File: src/rtl/cpu_types_pkg.sv
// cpu_types_pkg: shared opcode/funct/ALU encodings, multicycle FSM states and static control bundle
package cpu_types_pkg;
  typedef enum logic [5:0] {
    OP_RTYPE = 6'h00, OP_J = 6'h02, OP_JAL = 6'h03, OP_BEQ = 6'h04, OP_BNE = 6'h05,
    OP_ADDI = 6'h08, OP_ADDIU = 6'h09, OP_SLTI = 6'h0A, OP_SLTIU = 6'h0B, OP_ANDI = 6'h0C,
    OP_ORI = 6'h0D, OP_XORI = 6'h0E, OP_LUI = 6'h0F, OP_LW = 6'h23, OP_SW = 6'h2B, OP_HALT = 6'h3F
  } opcode_t;
  typedef enum logic [5:0] {
    F_SLL = 6'h00, F_SRL = 6'h02, F_JR = 6'h08, F_ADD = 6'h20, F_ADDU = 6'h21, F_SUB = 6'h22,
    F_SUBU = 6'h23, F_AND = 6'h24, F_OR = 6'h25, F_XOR = 6'h26, F_NOR = 6'h27, F_SLT = 6'h2A, F_SLTU = 6'h2B
  } funct_t;
  typedef enum logic [3:0] {
    ALU_SLL, ALU_SRL, ALU_ADD, ALU_SUB, ALU_AND, ALU_OR, ALU_XOR, ALU_NOR, ALU_SLT, ALU_SLTU
  } aluop_t;
  typedef enum logic [2:0] {IDLE, FETCH, DECODE, EXEC, MEM, WB, HALTED} mc_state_t;
  typedef enum logic [2:0] {CL_ALU, CL_BR, CL_MEM, CL_JMP, CL_HALT} iclass_t;
  localparam logic [1:0] RD_RT = 2'b00, RD_RD = 2'b01, RD_RA = 2'b10;
  localparam logic [1:0] SRC_REG = 2'b00, SRC_SHAMT = 2'b01, SRC_IMM = 2'b10;
  localparam logic [1:0] JS_NPC = 2'b00, JS_BR = 2'b01, JS_JR = 2'b10, JS_J = 2'b11;
  typedef struct packed {
    logic [1:0] regdest;
    logic [1:0] alusrc;
    logic [1:0] jumpsel;
    logic       extop;
    logic       memtoreg;
    logic       lui;
    logic       jal;
    aluop_t     aluop;
    iclass_t    cls;
  } ctl_t;
endpackage

File: src/rtl/mc_control_unit_if.sv
// mc_control_unit_if: memory handshake (instr/ihit/dhit/zero in) and datapath control/status bundle; master = control unit, slave = memory/datapath
interface mc_control_unit_if import cpu_types_pkg::*; #(parameter int CNT_W = 32);
  logic [31:0]      instr;
  logic             ihit, dhit, zero;
  logic             iREN, dREN, dWEN, IRWrite, PCWrite, RegWrite;
  logic [1:0]       RegDest, ALUSrc, JumpSel;
  logic             ExtOP, MemtoReg, LUI, JAL;
  aluop_t           ALUOP;
  logic [4:0]       Rs, Rt, Rd;
  logic [31:0]      shamt;
  logic [15:0]      Imm;
  logic             halt, illegal, timeout;
  logic [CNT_W-1:0] retired;
  modport master (
    input  instr, ihit, dhit, zero,
    output iREN, dREN, dWEN, IRWrite, PCWrite, RegWrite, RegDest, ALUSrc, JumpSel, ExtOP,
           MemtoReg, LUI, JAL, ALUOP, Rs, Rt, Rd, shamt, Imm, halt, illegal, timeout, retired
  );
  modport slave (
    output instr, ihit, dhit, zero,
    input  iREN, dREN, dWEN, IRWrite, PCWrite, RegWrite, RegDest, ALUSrc, JumpSel, ExtOP,
           MemtoReg, LUI, JAL, ALUOP, Rs, Rt, Rd, shamt, Imm, halt, illegal, timeout, retired
  );
endinterface

File: src/rtl/mc_decode.sv
// mc_decode: combinational opcode/funct -> static controls, instruction class and valid flag (i_op, i_fn in; o_ctl, o_valid out)
module mc_decode import cpu_types_pkg::*; #(
  parameter bit IMM_SIGNED_SLTIU = 1'b1
) (
  input  logic [5:0] i_op,
  input  logic [5:0] i_fn,
  output ctl_t       o_ctl,
  output logic       o_valid
);
  always_comb begin
    o_ctl = '0;
    o_ctl.aluop = ALU_ADD;
    o_valid = 1'b1;
    o_ctl.regdest = i_op == OP_RTYPE ? RD_RD : RD_RT;
    o_ctl.alusrc = i_op == OP_RTYPE ? SRC_REG : SRC_IMM;
    case (i_op)
      OP_RTYPE:
        case (i_fn)
          F_SLL: begin o_ctl.aluop = ALU_SLL; o_ctl.alusrc = SRC_SHAMT; end
          F_SRL: begin o_ctl.aluop = ALU_SRL; o_ctl.alusrc = SRC_SHAMT; end
          F_ADD, F_ADDU: o_ctl.aluop = ALU_ADD;
          F_SUB, F_SUBU: o_ctl.aluop = ALU_SUB;
          F_AND: o_ctl.aluop = ALU_AND;
          F_OR: o_ctl.aluop = ALU_OR;
          F_XOR: o_ctl.aluop = ALU_XOR;
          F_NOR: o_ctl.aluop = ALU_NOR;
          F_SLT: o_ctl.aluop = ALU_SLT;
          F_SLTU: o_ctl.aluop = ALU_SLTU;
          F_JR: begin o_ctl.cls = CL_JMP; o_ctl.jumpsel = JS_JR; end
          default: o_valid = 1'b0;
        endcase
      OP_J: begin o_ctl.cls = CL_JMP; o_ctl.jumpsel = JS_J; end
      OP_JAL: begin o_ctl.cls = CL_JMP; o_ctl.jumpsel = JS_J; o_ctl.jal = 1'b1; o_ctl.regdest = RD_RA; end
      OP_BEQ, OP_BNE: begin o_ctl.cls = CL_BR; o_ctl.jumpsel = JS_BR; o_ctl.alusrc = SRC_REG; o_ctl.aluop = ALU_SUB; o_ctl.extop = 1'b1; end
      OP_ADDI, OP_ADDIU: o_ctl.extop = 1'b1;
      OP_SLTI: begin o_ctl.aluop = ALU_SLT; o_ctl.extop = 1'b1; end
      OP_SLTIU: begin o_ctl.aluop = ALU_SLTU; o_ctl.extop = IMM_SIGNED_SLTIU; end
      OP_ANDI: o_ctl.aluop = ALU_AND;
      OP_ORI: o_ctl.aluop = ALU_OR;
      OP_XORI: o_ctl.aluop = ALU_XOR;
      OP_LUI: o_ctl.lui = 1'b1;
      OP_LW: begin o_ctl.cls = CL_MEM; o_ctl.memtoreg = 1'b1; o_ctl.extop = 1'b1; end
      OP_SW: begin o_ctl.cls = CL_MEM; o_ctl.extop = 1'b1; end
      OP_HALT: o_ctl.cls = CL_HALT;
      default: o_valid = 1'b0;
    endcase
    if (!o_valid) o_ctl = '0;
  end
endmodule

File: src/rtl/mc_control_unit.sv
// mc_control_unit: multicycle FETCH/DECODE/EXEC/MEM/WB sequencer with IR, wait timeout and retired counter (CLK, nRST, bus: mc_control_unit_if.master)
module mc_control_unit import cpu_types_pkg::*; #(
  parameter int WAIT_MAX = 64,
  parameter int CNT_W = 32,
  parameter bit IMM_SIGNED_SLTIU = 1'b1
) (
  input logic CLK,
  input logic nRST,
  mc_control_unit_if.master bus
);
  localparam int WW = $clog2(WAIT_MAX + 2);
  localparam logic [WW-1:0] WLIM = WW'(WAIT_MAX > 0 ? WAIT_MAX - 1 : 0);
  mc_state_t        r_state;
  logic [31:0]      r_ir;
  logic [WW-1:0]    r_wait;
  logic [CNT_W-1:0] r_retired;
  logic             r_timeout;
  ctl_t             w_ctl;
  logic             w_valid, w_act, w_hit, w_to, w_last, w_taken;
  mc_decode #(.IMM_SIGNED_SLTIU(IMM_SIGNED_SLTIU)) u_dec (
    .i_op(r_ir[31:26]), .i_fn(r_ir[5:0]), .o_ctl(w_ctl), .o_valid(w_valid)
  );
  always_comb begin
    w_act = r_state inside {DECODE, EXEC, MEM, WB};
    w_hit = (r_state == FETCH && bus.ihit) || (r_state == MEM && bus.dhit);
    // the cycle that would bring wait_cnt up to WAIT_MAX times out, unless a hit lands in it
    w_to = WAIT_MAX > 0 && r_state inside {FETCH, MEM} && !w_hit && r_wait == WLIM;
    // BEQ/BNE differ only in opcode bit 0
    w_taken = bus.zero ^ r_ir[26];
    w_last = (r_state == DECODE && (!w_valid || w_ctl.cls == CL_JMP)) ||
             (r_state == EXEC && w_ctl.cls == CL_BR) ||
             (r_state == MEM && bus.dhit && !w_ctl.memtoreg) || r_state == WB;
    bus.iREN = r_state == FETCH;
    bus.IRWrite = r_state == FETCH && bus.ihit;
    bus.dREN = r_state == MEM && w_ctl.memtoreg;
    bus.dWEN = r_state == MEM && !w_ctl.memtoreg;
    bus.PCWrite = w_last;
    bus.RegWrite = r_state == WB || (r_state == DECODE && w_valid && w_ctl.jal);
    bus.illegal = r_state == DECODE && !w_valid;
    bus.RegDest = w_act ? w_ctl.regdest : 2'b00;
    bus.ALUSrc = w_act ? w_ctl.alusrc : 2'b00;
    bus.ExtOP = w_act && w_ctl.extop;
    bus.MemtoReg = w_act && w_ctl.memtoreg;
    bus.LUI = w_act && w_ctl.lui;
    bus.JAL = w_act && w_ctl.jal;
    bus.ALUOP = w_act ? w_ctl.aluop : ALU_SLL;
    bus.JumpSel = !w_act ? JS_NPC : (r_state == EXEC && w_ctl.cls == CL_BR) ? (w_taken ? JS_BR : JS_NPC) : w_ctl.jumpsel;
    bus.Rs = r_ir[25:21];
    bus.Rt = r_ir[20:16];
    bus.Rd = r_ir[15:11];
    bus.shamt = {27'b0, r_ir[10:6]};
    bus.Imm = r_ir[15:0];
    bus.halt = r_state == HALTED;
    bus.timeout = r_timeout;
    bus.retired = r_retired;
  end
  always_ff @(posedge CLK or negedge nRST) begin
    if (!nRST) begin
      r_state <= IDLE;
      r_ir <= '0;
      r_wait <= '0;
      r_retired <= '0;
      r_timeout <= 1'b0;
    end else begin
      r_wait <= (r_state inside {FETCH, MEM} && !w_hit) ? r_wait + 1'b1 : '0;
      r_retired <= r_retired + CNT_W'(w_last);
      if (w_to) r_timeout <= 1'b1;
      if (bus.IRWrite) r_ir <= bus.instr;
      case (r_state)
        IDLE: r_state <= FETCH;
        FETCH: r_state <= bus.ihit ? DECODE : w_to ? HALTED : FETCH;
        DECODE: r_state <= (!w_valid || w_ctl.cls == CL_JMP) ? FETCH : w_ctl.cls == CL_HALT ? HALTED : EXEC;
        EXEC: r_state <= w_ctl.cls == CL_BR ? FETCH : w_ctl.cls == CL_MEM ? MEM : WB;
        MEM: r_state <= bus.dhit ? (w_ctl.memtoreg ? WB : FETCH) : w_to ? HALTED : MEM;
        WB: r_state <= FETCH;
        default: r_state <= HALTED;
      endcase
    end
  end
endmodule

File: src/flat_wrapper.sv
// flat-port wrapper written by rule: the top's interface ports become plain ports
module mc_control_unit_flat import cpu_types_pkg::*;
#(
  parameter int WAIT_MAX = 64,
  parameter int CNT_W = 32,
  parameter bit IMM_SIGNED_SLTIU = 1'b1
)
  (CLK, nRST, bus_instr, bus_ihit, bus_dhit, bus_zero, bus_iREN, bus_dREN, bus_dWEN, bus_IRWrite, bus_PCWrite, bus_RegWrite, bus_RegDest, bus_ALUSrc, bus_JumpSel, bus_ExtOP, bus_MemtoReg, bus_LUI, bus_JAL, bus_ALUOP, bus_Rs, bus_Rt, bus_Rd, bus_shamt, bus_Imm, bus_halt, bus_illegal, bus_timeout, bus_retired);
  mc_control_unit_if #(.CNT_W(CNT_W)) bus_i ();
  input logic CLK;
  input logic nRST;
  input wire logic [$bits(bus_i.instr)-1:0] bus_instr;
  input wire logic [$bits(bus_i.ihit)-1:0] bus_ihit;
  input wire logic [$bits(bus_i.dhit)-1:0] bus_dhit;
  input wire logic [$bits(bus_i.zero)-1:0] bus_zero;
  output wire logic [$bits(bus_i.iREN)-1:0] bus_iREN;
  output wire logic [$bits(bus_i.dREN)-1:0] bus_dREN;
  output wire logic [$bits(bus_i.dWEN)-1:0] bus_dWEN;
  output wire logic [$bits(bus_i.IRWrite)-1:0] bus_IRWrite;
  output wire logic [$bits(bus_i.PCWrite)-1:0] bus_PCWrite;
  output wire logic [$bits(bus_i.RegWrite)-1:0] bus_RegWrite;
  output wire logic [$bits(bus_i.RegDest)-1:0] bus_RegDest;
  output wire logic [$bits(bus_i.ALUSrc)-1:0] bus_ALUSrc;
  output wire logic [$bits(bus_i.JumpSel)-1:0] bus_JumpSel;
  output wire logic [$bits(bus_i.ExtOP)-1:0] bus_ExtOP;
  output wire logic [$bits(bus_i.MemtoReg)-1:0] bus_MemtoReg;
  output wire logic [$bits(bus_i.LUI)-1:0] bus_LUI;
  output wire logic [$bits(bus_i.JAL)-1:0] bus_JAL;
  output wire logic [$bits(bus_i.ALUOP)-1:0] bus_ALUOP;
  output wire logic [$bits(bus_i.Rs)-1:0] bus_Rs;
  output wire logic [$bits(bus_i.Rt)-1:0] bus_Rt;
  output wire logic [$bits(bus_i.Rd)-1:0] bus_Rd;
  output wire logic [$bits(bus_i.shamt)-1:0] bus_shamt;
  output wire logic [$bits(bus_i.Imm)-1:0] bus_Imm;
  output wire logic [$bits(bus_i.halt)-1:0] bus_halt;
  output wire logic [$bits(bus_i.illegal)-1:0] bus_illegal;
  output wire logic [$bits(bus_i.timeout)-1:0] bus_timeout;
  output wire logic [$bits(bus_i.retired)-1:0] bus_retired;
  assign bus_i.instr = bus_instr;
  assign bus_i.ihit = bus_ihit;
  assign bus_i.dhit = bus_dhit;
  assign bus_i.zero = bus_zero;
  assign bus_iREN = bus_i.iREN;
  assign bus_dREN = bus_i.dREN;
  assign bus_dWEN = bus_i.dWEN;
  assign bus_IRWrite = bus_i.IRWrite;
  assign bus_PCWrite = bus_i.PCWrite;
  assign bus_RegWrite = bus_i.RegWrite;
  assign bus_RegDest = bus_i.RegDest;
  assign bus_ALUSrc = bus_i.ALUSrc;
  assign bus_JumpSel = bus_i.JumpSel;
  assign bus_ExtOP = bus_i.ExtOP;
  assign bus_MemtoReg = bus_i.MemtoReg;
  assign bus_LUI = bus_i.LUI;
  assign bus_JAL = bus_i.JAL;
  assign bus_ALUOP = bus_i.ALUOP;
  assign bus_Rs = bus_i.Rs;
  assign bus_Rt = bus_i.Rt;
  assign bus_Rd = bus_i.Rd;
  assign bus_shamt = bus_i.shamt;
  assign bus_Imm = bus_i.Imm;
  assign bus_halt = bus_i.halt;
  assign bus_illegal = bus_i.illegal;
  assign bus_timeout = bus_i.timeout;
  assign bus_retired = bus_i.retired;
  mc_control_unit #(.WAIT_MAX(WAIT_MAX), .CNT_W(CNT_W), .IMM_SIGNED_SLTIU(IMM_SIGNED_SLTIU)) u_core (.CLK(CLK), .nRST(nRST), .bus(bus_i));
endmodule
File: config.mk
export PLATFORM = sky130hd
export DESIGN_NAME = mc_control_unit_flat
export DESIGN_NICKNAME = d
export VERILOG_FILES = /design/src/rtl/cpu_types_pkg.sv /design/src/rtl/mc_control_unit_if.sv /design/src/rtl/mc_decode.sv /design/src/rtl/mc_control_unit.sv /design/src/flat_wrapper.sv
export SDC_FILE = /design/constraint.sdc
export NUM_CORES = 1
export LEC_CHECK = 0
export ABC_CLOCK_PERIOD_IN_PS = 2500
export BUFFER_PORTS_ARGS = -buffer_cell sky130_fd_sc_hd__buf_2
export CORE_MARGIN = 3
export CORE_UTILIZATION = 45
export CTS_BUF_LIST = sky130_fd_sc_hd__clkbuf_8 sky130_fd_sc_hd__clkbuf_16
export CTS_CLUSTER_DIAMETER = 100
export DETAILED_ROUTE_END_ITERATION = 6
export PLACE_DENSITY_LB_ADDON = 0.3
export SETUP_SLACK_MARGIN = 0.2
export SYNTH_ARGS = -nofsm -noshare
export SYNTH_HDL_FRONTEND = slang
export SYNTH_SLANG_ARGS = --single-unit
File: constraint.sdc
create_clock -name CLK -period 2.5 [get_ports CLK]
set_input_delay 0.25 -clock CLK [delete_from_list [all_inputs] [get_ports CLK]]
set_output_delay 0.25 -clock CLK [all_outputs]
set_load 0.02 [all_outputs]
==> impl_metrics.toml <==
[drt]
post_drt_via_cell_ratio = 5.03
dr.pass1.iters = 4
wire_per_inst_um = 15.0
vias = 3507
ant_nets = 0
drtIter0Drc = 144
drc = 0
routed_wirelength_um = 10500

[placement]
gp_congestion = 0.909
port_buffers = 127
placed_cells = 658
placed_area_um2 = 5060
pre_cts_ws_ps = -262
place_hpwl_um = 7330

[timing]
finalSetupTns_ps = -4110
setup_violations = 31
slew_viol_final = 0
clock_skew_ps = 8.50
timing.final.crit_share_pct = 109
max_freq_mhz = 365
tightestPinTransition_ps = 927
rsz0062_at_grt = "true"
setup_ws_ps = -237
whs_ps = 37.4
slew-limit-headroom_pct = 38.2
hold_violations = 0
post-route-min-period_ps = 2740

[yosys]
synth_cell_types = 56
synthFlopType = "dfrtp_1"
synth_area_leaders = "dfrtp_1, buf_4, mux2_1"
yosysTopAreaCell = "dfrtp_1"
async_flop_share_pct = 100
syn_inst = 415
synth_most_common_cell = "dfrtp_1"
synth.avg_cell_area_um2 = 10.2
yosysWarningCount = 0
syn_area_um2 = 4220
synth_edf_count = 0
netlist.area_leader.share_pct = 44.5
ys_seq_area_share_pct = 44.5
synthTopCellsByCount = "dfrtp_1, buf_4, nand2_1, nor2_1, xnor2_1"
synth-seq-cells = 75

[hold_path]
worstHoldPathType = "in2async"

[clocking]
cts_buffer_depth = 2
clock_latency_ps = 340
clkTransAtPathRegs_ps = 80
h-tree-depth = 3
cts_sinks = 75
ctsRootBufferMaster = "clkbuf_8"
cts_buffers = 9
cts_tree = "done"

[global_route]
grt_pass1_wl_um = 16000
grt_usage_pct = 19.3
grt_max_degree = 76
grt_pass1_vias = 3350
gr-usage-met2_pct = 32.2
gr-total-overflow = 0
met3_usage_pct = 3.99
use_met1_pct = 25.0
top_usage_layer = "met2"
antenna_found_initial = 0

[final_layout]
finalNetCount = 624
post-route-cell-area_um2 = 5860
drive_gt1_share_pct = 49.7
diodes = 0
areaGrowthSynthToFinish_pct = 38.8
fin_cells = 697

[worst_setup_path]
cp.required_ps = 2770
start_kind = "register"
crit_fanout = 5
cp-end-kind = "register"
crit_type = "reg2reg"
cp.arrival_ps = 3010

[die]
rows = 34
die_x_um = 103
dieHeight_um = 103
start_util_pct = 47.2
design.core.area_um2 = 8930
pin_count = 155
die-area_um2 = 10600

[power_and_ir_drop]
peakVddDrop_v = 0.000373
p_leak_nw = 3.06
power.density_nw_per_um2 = 434

[run_status]
violations = "setup timing"
outcome = "finished, violations left"

[flow_run]
cap_violations = 0
-- registers in the layout, summed over array words and instances (netlist names) --
name	cells
u_core.bus.retired	32
u_core.bus.timeout	1
u_core.r_ir	32
u_core.r_state	3
u_core.r_wait	7
-- cell type report --
class / instances / area [um2]
clock buffers: 9 / 124
clock inverters: 7 / 149
fillers: 675 / 3080
inverters: 9 / 36.3
multi-input cells: 281 / 2170
flip-flops and latches: 75 / 1880
well taps: 108 / 135
repair buffers: 208 / 1370
-- path summary, 6_finish.rpt --
check                                 startpoint                     end  slack (ps)  cells after the start
worst max-delay path             u_core.r_ir[28]  u_core.bus.retired[28]        -240                     12
worst min-delay path                        nRST          u_core.r_ir[6]          40                      1
worst max register to register   u_core.r_ir[28]  u_core.bus.retired[28]        -240                     12
worst min register to register  u_core.r_wait[0]        u_core.r_wait[0]         470                      1
max in group asynchronous                   nRST         u_core.r_ir[16]        1860                      1
min in group CLK                   bus_instr[20]         u_core.r_ir[20]         110                      2
-- report_power, final --
part	switching, W	leakage [nW]	internal [W]
logic	0.0000686	1.91	0.0000215
registers	0	1.01	0.00121
clock network	0.000466	0.136	0.000774
total	0.000535	3.06	0.00201
-- cells in the final DEF, fill, tap and decap left out, types with 3 or more instances in the layout --
| cell type | instances |
|---|---|
| nand3b_1 | 3 |
| nor3b_1 | 3 |
| buf_2 | 113 |
| nand4_1 | 11 |
| dfrtp_1 | 75 |
| nand3_1 | 12 |
| conb_1 | 27 |
| inv_2 | 3 |
| or3_4 | 3 |
| nor3_4 | 5 |
| nor4_2 | 3 |
| mux2_2 | 5 |
| nand2_1 | 25 |
| buf_4 | 73 |
| a21oi_1 | 4 |
| and2_1 | 7 |
| mux2_1 | 23 |
| buf_6 | 21 |
| nor2_2 | 6 |
| clkbuf_8 | 9 |
| xnor2_1 | 23 |
| or3_1 | 3 |
| nor2_4 | 6 |
| and3_1 | 3 |
| nand2_2 | 4 |
| nor2b_1 | 5 |
| inv_1 | 5 |
| bufinv_16 | 4 |
| nand3_2 | 7 |
| xor2_1 | 10 |
| a31oi_1 | 4 |
| nor2_1 | 18 |
| or2_4 | 5 |
| o21ai_0 | 14 |
-- worst max-delay path, cell delays in order (launching register included) --
cell	delay, ps
dfrtp_1	430
nor2b_1	180
o21ai_0	230
nand3b_1	180
o21ai_2	180
a21o_1	210
ha_4	190
ha_4	130
nand4_1	120
or2_4	290
or2_4	260
nor3_2	120
xor2_1	160
-- metal layers --
layer | wire length (um) | vias up | part of all wire, %
met5 | 0 | - | 0
met4 | 142 | 0 | 1.4
met3 | 563 | 14 | 5.4
met2 | 5380 | 112 | 51
met1 | 4390 | 1717 | 42
li1 | - | 1664 | -
-- kinds of logic (layout without fill, tap and decap cells) --
group	after synthesis	in the layout	share of synthesized area, %
DFF	75	75	44.5
xor gates and xnor gates	36	36	7.92
and+or+nand+nor	147	147	19.0
other	1	27	0.0889
muxes	29	29	7.71
AOI/OAI and AO/OA	39	39	6.11
buffers and inverters	85	233	13.8
adders and majority gates	3	3	0.890
-- metrics by stage --
stage	util [%]	power [W]
2_1_floorplan	-	0.00131
3_3_place_gp	56.7	0.00133
3_5_place_dp	56.7	0.00133
4_1_cts	63.3	0.00257
5_1_grt	65.6	0.00263
6_report	65.6	0.00254
-- what timing repair did --
item	in CTS	in global routing
endpoints found under the setup margin	41	43
gates resized for setup	59	29
hold buffers	0	0
setup buffers	13	10
cloned	0	0
pin swaps	22	28
Power figures use the tool's default switching activity.
